### config.mk
export PLATFORM = sky130hd
export DESIGN_NAME = switch_port_ingress
export DESIGN_NICKNAME = d
export VERILOG_FILES = /design/src/rtl/switch_port_ingress.sv
export SDC_FILE = /design/constraint.sdc
export NUM_CORES = 1
export LEC_CHECK = 0
export CORE_UTILIZATION = 58
export CTS_CLUSTER_SIZE = 24
export DETAILED_ROUTE_END_ITERATION = 7
export GPL_TIMING_DRIVEN = 0
export MAX_ROUTING_LAYER = met4
export PLACE_DENSITY = 0.87
export SLEW_MARGIN = 20
export SYNTH_ARGS = -nofsm -noshare
export SYNTH_HDL_FRONTEND = slang
export SYNTH_SLANG_ARGS = --single-unit
### constraint.sdc
create_clock -name clk -period 7.1 [get_ports clk]
set_clock_uncertainty 0.1 [all_clocks]
set_input_delay 1.065 -clock clk [delete_from_list [all_inputs] [get_ports clk]]
set_output_delay 1.065 -clock clk [all_outputs]
set_load 0.1 [all_outputs]
### src/rtl/switch_port_ingress.sv
// ----------------------------------------------------------------------------
// switch_port_ingress
//
// Ingress stage of one switch port. Packets arriving on the port interface are
// screened for legality and queued in a small first-word-fall-through FIFO.
// The switch core drains that FIFO with a valid/ready handshake. Illegal
// packets are rejected, and so are legal packets that arrive while the queue
// is full. Each rejection produces a one-cycle pulse and bumps a saturating
// drop counter.
//
// A packet is illegal when any of these holds:
//   - its source is not this port,
//   - its target mask is empty,
//   - its target mask includes this port (loopback).
//
// Parameters
//   DEPTH    FIFO entries (power of two, >= 2)
//   PORT_ID  one-hot ID of the port served by this block
//
// Ports
//   clk         single clock, all state changes on the rising edge
//   rst_n       asynchronous active-low reset
//   valid_in    one packet per cycle in which it is high
//   source_in   packet source mask
//   target_in   packet target mask (multi-hot allowed)
//   data_in     packet payload
//   pkt_valid   head packet available to the switch core
//   pkt_ready   switch core takes the head packet this cycle
//   pkt_source  head packet source (0 while pkt_valid is low)
//   pkt_target  head packet target (0 while pkt_valid is low)
//   pkt_data    head packet payload (0 while pkt_valid is low)
//   fifo_count  number of packets currently queued
//   full        queue holds DEPTH packets
//   drop_pulse  high for one cycle after each dropped packet
//   drop_count  saturating count of dropped packets
// ----------------------------------------------------------------------------
module switch_port_ingress #(
   parameter int         DEPTH   = 4,
   parameter logic [3:0] PORT_ID = 4'b0001
) (
   input  logic                       clk,
   input  logic                       rst_n,
   input  logic                       valid_in,
   input  logic [3:0]                 source_in,
   input  logic [3:0]                 target_in,
   input  logic [7:0]                 data_in,
   output logic                       pkt_valid,
   input  logic                       pkt_ready,
   output logic [3:0]                 pkt_source,
   output logic [3:0]                 pkt_target,
   output logic [7:0]                 pkt_data,
   output logic [$clog2(DEPTH+1)-1:0] fifo_count,
   output logic                       full,
   output logic                       drop_pulse,
   output logic [7:0]                 drop_count
);

   localparam int PTR_W = $clog2(DEPTH);
   localparam int CNT_W = $clog2(DEPTH+1);
   localparam logic [CNT_W-1:0] FULL_COUNT = CNT_W'(DEPTH);

   logic [3:0]       mem_source [DEPTH];
   logic [3:0]       mem_target [DEPTH];
   logic [7:0]       mem_data   [DEPTH];

   logic [PTR_W-1:0] wr_ptr;
   logic [PTR_W-1:0] rd_ptr;
   logic [CNT_W-1:0] count;

   logic             is_legal;
   logic             pop;
   logic             push;
   logic             drop;

   // Classification and handshake decisions for the current edge. A full
   // queue can still take a legal packet when the head leaves at the same
   // edge, because the freed slot is reused immediately.
   always_comb begin
      is_legal = (source_in == PORT_ID) &&
                 (target_in != 4'b0000) &&
                 ((target_in & PORT_ID) == 4'b0000);
      pop      = pkt_valid && pkt_ready;
      push     = valid_in && is_legal && ((count != FULL_COUNT) || pop);
      drop     = valid_in && (!is_legal || ((count == FULL_COUNT) && !pop));
   end

   // Packet storage. It is left unreset on purpose: the head is only visible
   // while the occupancy is nonzero, so stale entries are never observed.
   always_ff @(posedge clk) begin
      if (push) begin
         mem_source[wr_ptr] <= source_in;
         mem_target[wr_ptr] <= target_in;
         mem_data[wr_ptr]   <= data_in;
      end
   end

   // Read/write pointers and occupancy. DEPTH is a power of two, so the
   // pointers wrap naturally at their bit width. Reset empties the queue,
   // which discards any packets still held in storage.
   always_ff @(posedge clk or negedge rst_n) begin
      if (!rst_n) begin
         wr_ptr <= '0;
         rd_ptr <= '0;
         count  <= '0;
      end else begin
         if (push) begin
            wr_ptr <= wr_ptr + 1'b1;
         end
         if (pop) begin
            rd_ptr <= rd_ptr + 1'b1;
         end
         case ({push, pop})
            2'b10:   count <= count + 1'b1;
            2'b01:   count <= count - 1'b1;
            default: count <= count;
         endcase
      end
   end

   // Drop reporting. The pulse follows the edge of the drop by one cycle. The
   // counter stops at 255 rather than wrapping so a flood stays visible.
   always_ff @(posedge clk or negedge rst_n) begin
      if (!rst_n) begin
         drop_pulse <= 1'b0;
         drop_count <= 8'd0;
      end else begin
         drop_pulse <= drop;
         if (drop && (drop_count != 8'hFF)) begin
            drop_count <= drop_count + 8'd1;
         end
      end
   end

   // Head presentation. The fields come straight out of storage, so a packet
   // pushed into an empty queue is visible right after the pushing edge. They
   // are forced to zero when nothing is queued. Because they derive from the
   // reset occupancy, they also clear asynchronously.
   always_comb begin
      pkt_valid  = (count != '0);
      full       = (count == FULL_COUNT);
      fifo_count = count;
      pkt_source = 4'b0000;
      pkt_target = 4'b0000;
      pkt_data   = 8'h00;
      if (pkt_valid) begin
         pkt_source = mem_source[rd_ptr];
         pkt_target = mem_target[rd_ptr];
         pkt_data   = mem_data[rd_ptr];
      end
   end

endmodule
==> flow_summary.yaml <==
logic_synthesis:
  synth_top_cells_by_count: "edfxtp_1, and2_1, dfrtp_1, mux4_2, xnor2_1"
  async_reset_ff_share_pct: 20.00
  yosysMostFrequentCell: "edfxtp_1"
  synth_top_area_cell: "edfxtp_1"
  yosys.area_share.simple_pct: 10.02
  synth_top_area_share_pct: 57.44
  synth_top_family_by_area: "multiplexers"
  ys_ff_latch: 80
  yosysWarningCount: 0
  syn_nets: 215
  synth_xor_area_share_pct: 3.141
  yosys-mux-area-fraction_pct: 11.44
  synth_compound_area_share_pct: 1.982
  synth-edff-count: 64
  netlist_area_sq_um: 3346
  synthCells: 189
  yosys.area_share.adder_pct: 2.468
  synthTopCellsByArea: "edfxtp_1, dfrtp_1, mux4_2"
  synth_flop_cell: "edfxtp_1"
  avgSynthCellArea_sq_um: 17.70
  seq_area_frac_synth_pct: 69.41
  synth_cell_type_count: 37
sta:
  fmax_mhz: 228.1
  holdWs_ns: 0.4149
  rsz0062_at_grt: "no"
  finalSetupTns_ns: 0
  period_minus_slack_ns: 4.384
  final-setup-viol-count: 0
  fin_crit_sh_pct: 61.74
  hold_viol: 0
  tightest_slew_ns: 1.027
  fin_ws_ns: 2.716
  slew_violations: 0
  slew_headroom_pct: 31.34
global_routing:
  track_usage_pct: 22.29
  grt_max_degree: 17
  gr-total-overflow: 0
  antenna_found_initial: 0
  grt_first_pass_wirelength_microns: 9059
  first_global_vias: 1878
routing:
  antenna_left: 0
  drc: 0
  via_per_inst: 5.575
  totalWireLength_microns: 5781
  vias: 1812
  firstDrtPassIters: 4
  wire_per_inst_microns: 17.79
  drt_iter0_drc: 89
place:
  gp_congestion: 0.7785
  dp_slack_ns: 3.087
  dp_cells: 309
  hpwl_microns: 3760
  port_buffers: 48
cts:
  path_clk_slew_ns: 0.08
  cts_sinks: 80
  cts_hold_buf: 0
  insertion_delay_ns: 0.35
  cts_max_level: 3
  clk_path_buf_depth: 2
  cts_root_buf: "clkbuf_8"
  post_cts_buffers: 0
  cts_tree: "yes"
  cts_made_buffers: 9
  cts-resized-gates: 0
layout:
  instances_no_fill: 325
  n_fill_cell: 352
  antenna_cells: 0
  final_layout_size_suffix_gt1_share_pct: 14.23
  syn2layout_area_growth_pct: 23.37
  nets: 274
hold_path:
  hold_path_depth: 1
  holdCritPathClass: "reg2reg"
critical_path:
  cp_data_required_time_ns: 5.93
  startpoint_type: "flip-flop"
  reg2reg_depth: 8
  worstSetupEndpointType: "output pin"
  cp_max_fo: 10
  worstPathArrival_ns: 3.22
  rrSetupSlack_ns: 4.37
  critical_path_class: "reg2out"
floorplanning:
  core_area_sq_um: 5540
  ios: 50
  initial_core_util_pct: 60.39
  die_y_microns: 77.95
  core.rowCount: 27
  dieArea_sq_um: 6076
  die_x_microns: 77.95
outcome:
  status: "finished, final reports clean"
job:
  maxCapViolCount: 0
## per-layer routing
metal / vias up / wire length, microns / GRT usage (%)
met5: - / 0 / -
met4: 0 / 143 / 10.93
met3: 10 / 260 / 6.588
met2: 54 / 2913 / 35.93
met1: 898 / 2464 / 25.71
li1: 850 / - / -
## worst max-delay path, stage by stage (launching register included)
cell,delay (ns)
dfrtp_1,0.32
clkbuf_1,0.36
buf_1,0.57
mux4_2,0.31
and2_1,0.13
clkdlybuf4s50_1,1.17
## cell families (layout without fill, tap and decap cells)
logic type,Yosys count,in the layout
flops,80,80
simple gates,53,53
mux,18,18
xor+xnor,12,12
buf+inv,11,75
compound gates,9,9
fa+ha+maj,6,6
## state kept, by name, summed over array words and instances (netlist names)
name,count
mem_source,16
rd_ptr,2
drop_count,8
fifo_count,3
drop_pulse,1
mem_target,16
mem_data,32
wr_ptr,2
## layout by cell type, fill, tap and decap left out, drive strengths merged
cell           synthesis  final
o22ai                  1      1
inv                    2      2
edfxtp                64     64
and4                   1      1
o31ai                  1      1
or2                    1      1
nor2                   4      4
o221a                  1      1
nor3b                  1      1
o21ba                  1      1
nor4b                  1      1
fa                     1      1
clkinvlp               0      1
clkinv                 0      3
xnor2                 11     11
a311o                  1      1
clkdlybuf4s50          0     48
a31oi                  1      1
and3                   7      7
xor2                   1      1
nand3                  4      4
nand2                  6      6
mux4                  16     16
clkbuf                 5     15
bufinv                 0      2
dfrtp                 16     16
nand3b                 1      1
nor2b                  2      2
or3b                   1      1
or3                    2      2
mux2                   2      2
and2                  17     17
buf                    4      4
nand4                  5      5
o21ai                  3      3
ha                     5      5
## worst paths after layout
kind                                     from            end
worst max-delay path                rd_ptr[1]    pkt_data[3]
worst min-delay path            drop_count[7]  drop_count[7]
worst max register to register  fifo_count[1]  fifo_count[2]
worst min register to register  drop_count[7]  drop_count[7]
max in group asynchronous               rst_n      wr_ptr[1]
min in group asynchronous               rst_n     drop_pulse
## cell type report
class	count	area (sq um)	share of cell area, %
Sequential cell	80	2322	56.26
Clock buffer	10	127.6	3.092
Clock inverter	6	83.83	2.031
Timing Repair Buffer	48	480.5	11.64
Multi-Input combinational cell	98	972.2	23.55
Tap cell	72	90.09	2.182
Inverter	2	7.507	0.1819
Buffer	9	43.79	1.061
## metrics by stage
stage	utilization [%]	area, sq um
floorplan	-	3346
global placement	70.69	3916
detailed placement	70.69	3916
CTS	74.50	4128
global route	74.50	4128
finish	74.50	4128
Power is left out: the tool's default activity adds up to more than one toggle a clock period on the data nets, which glitch-free logic cannot reach.
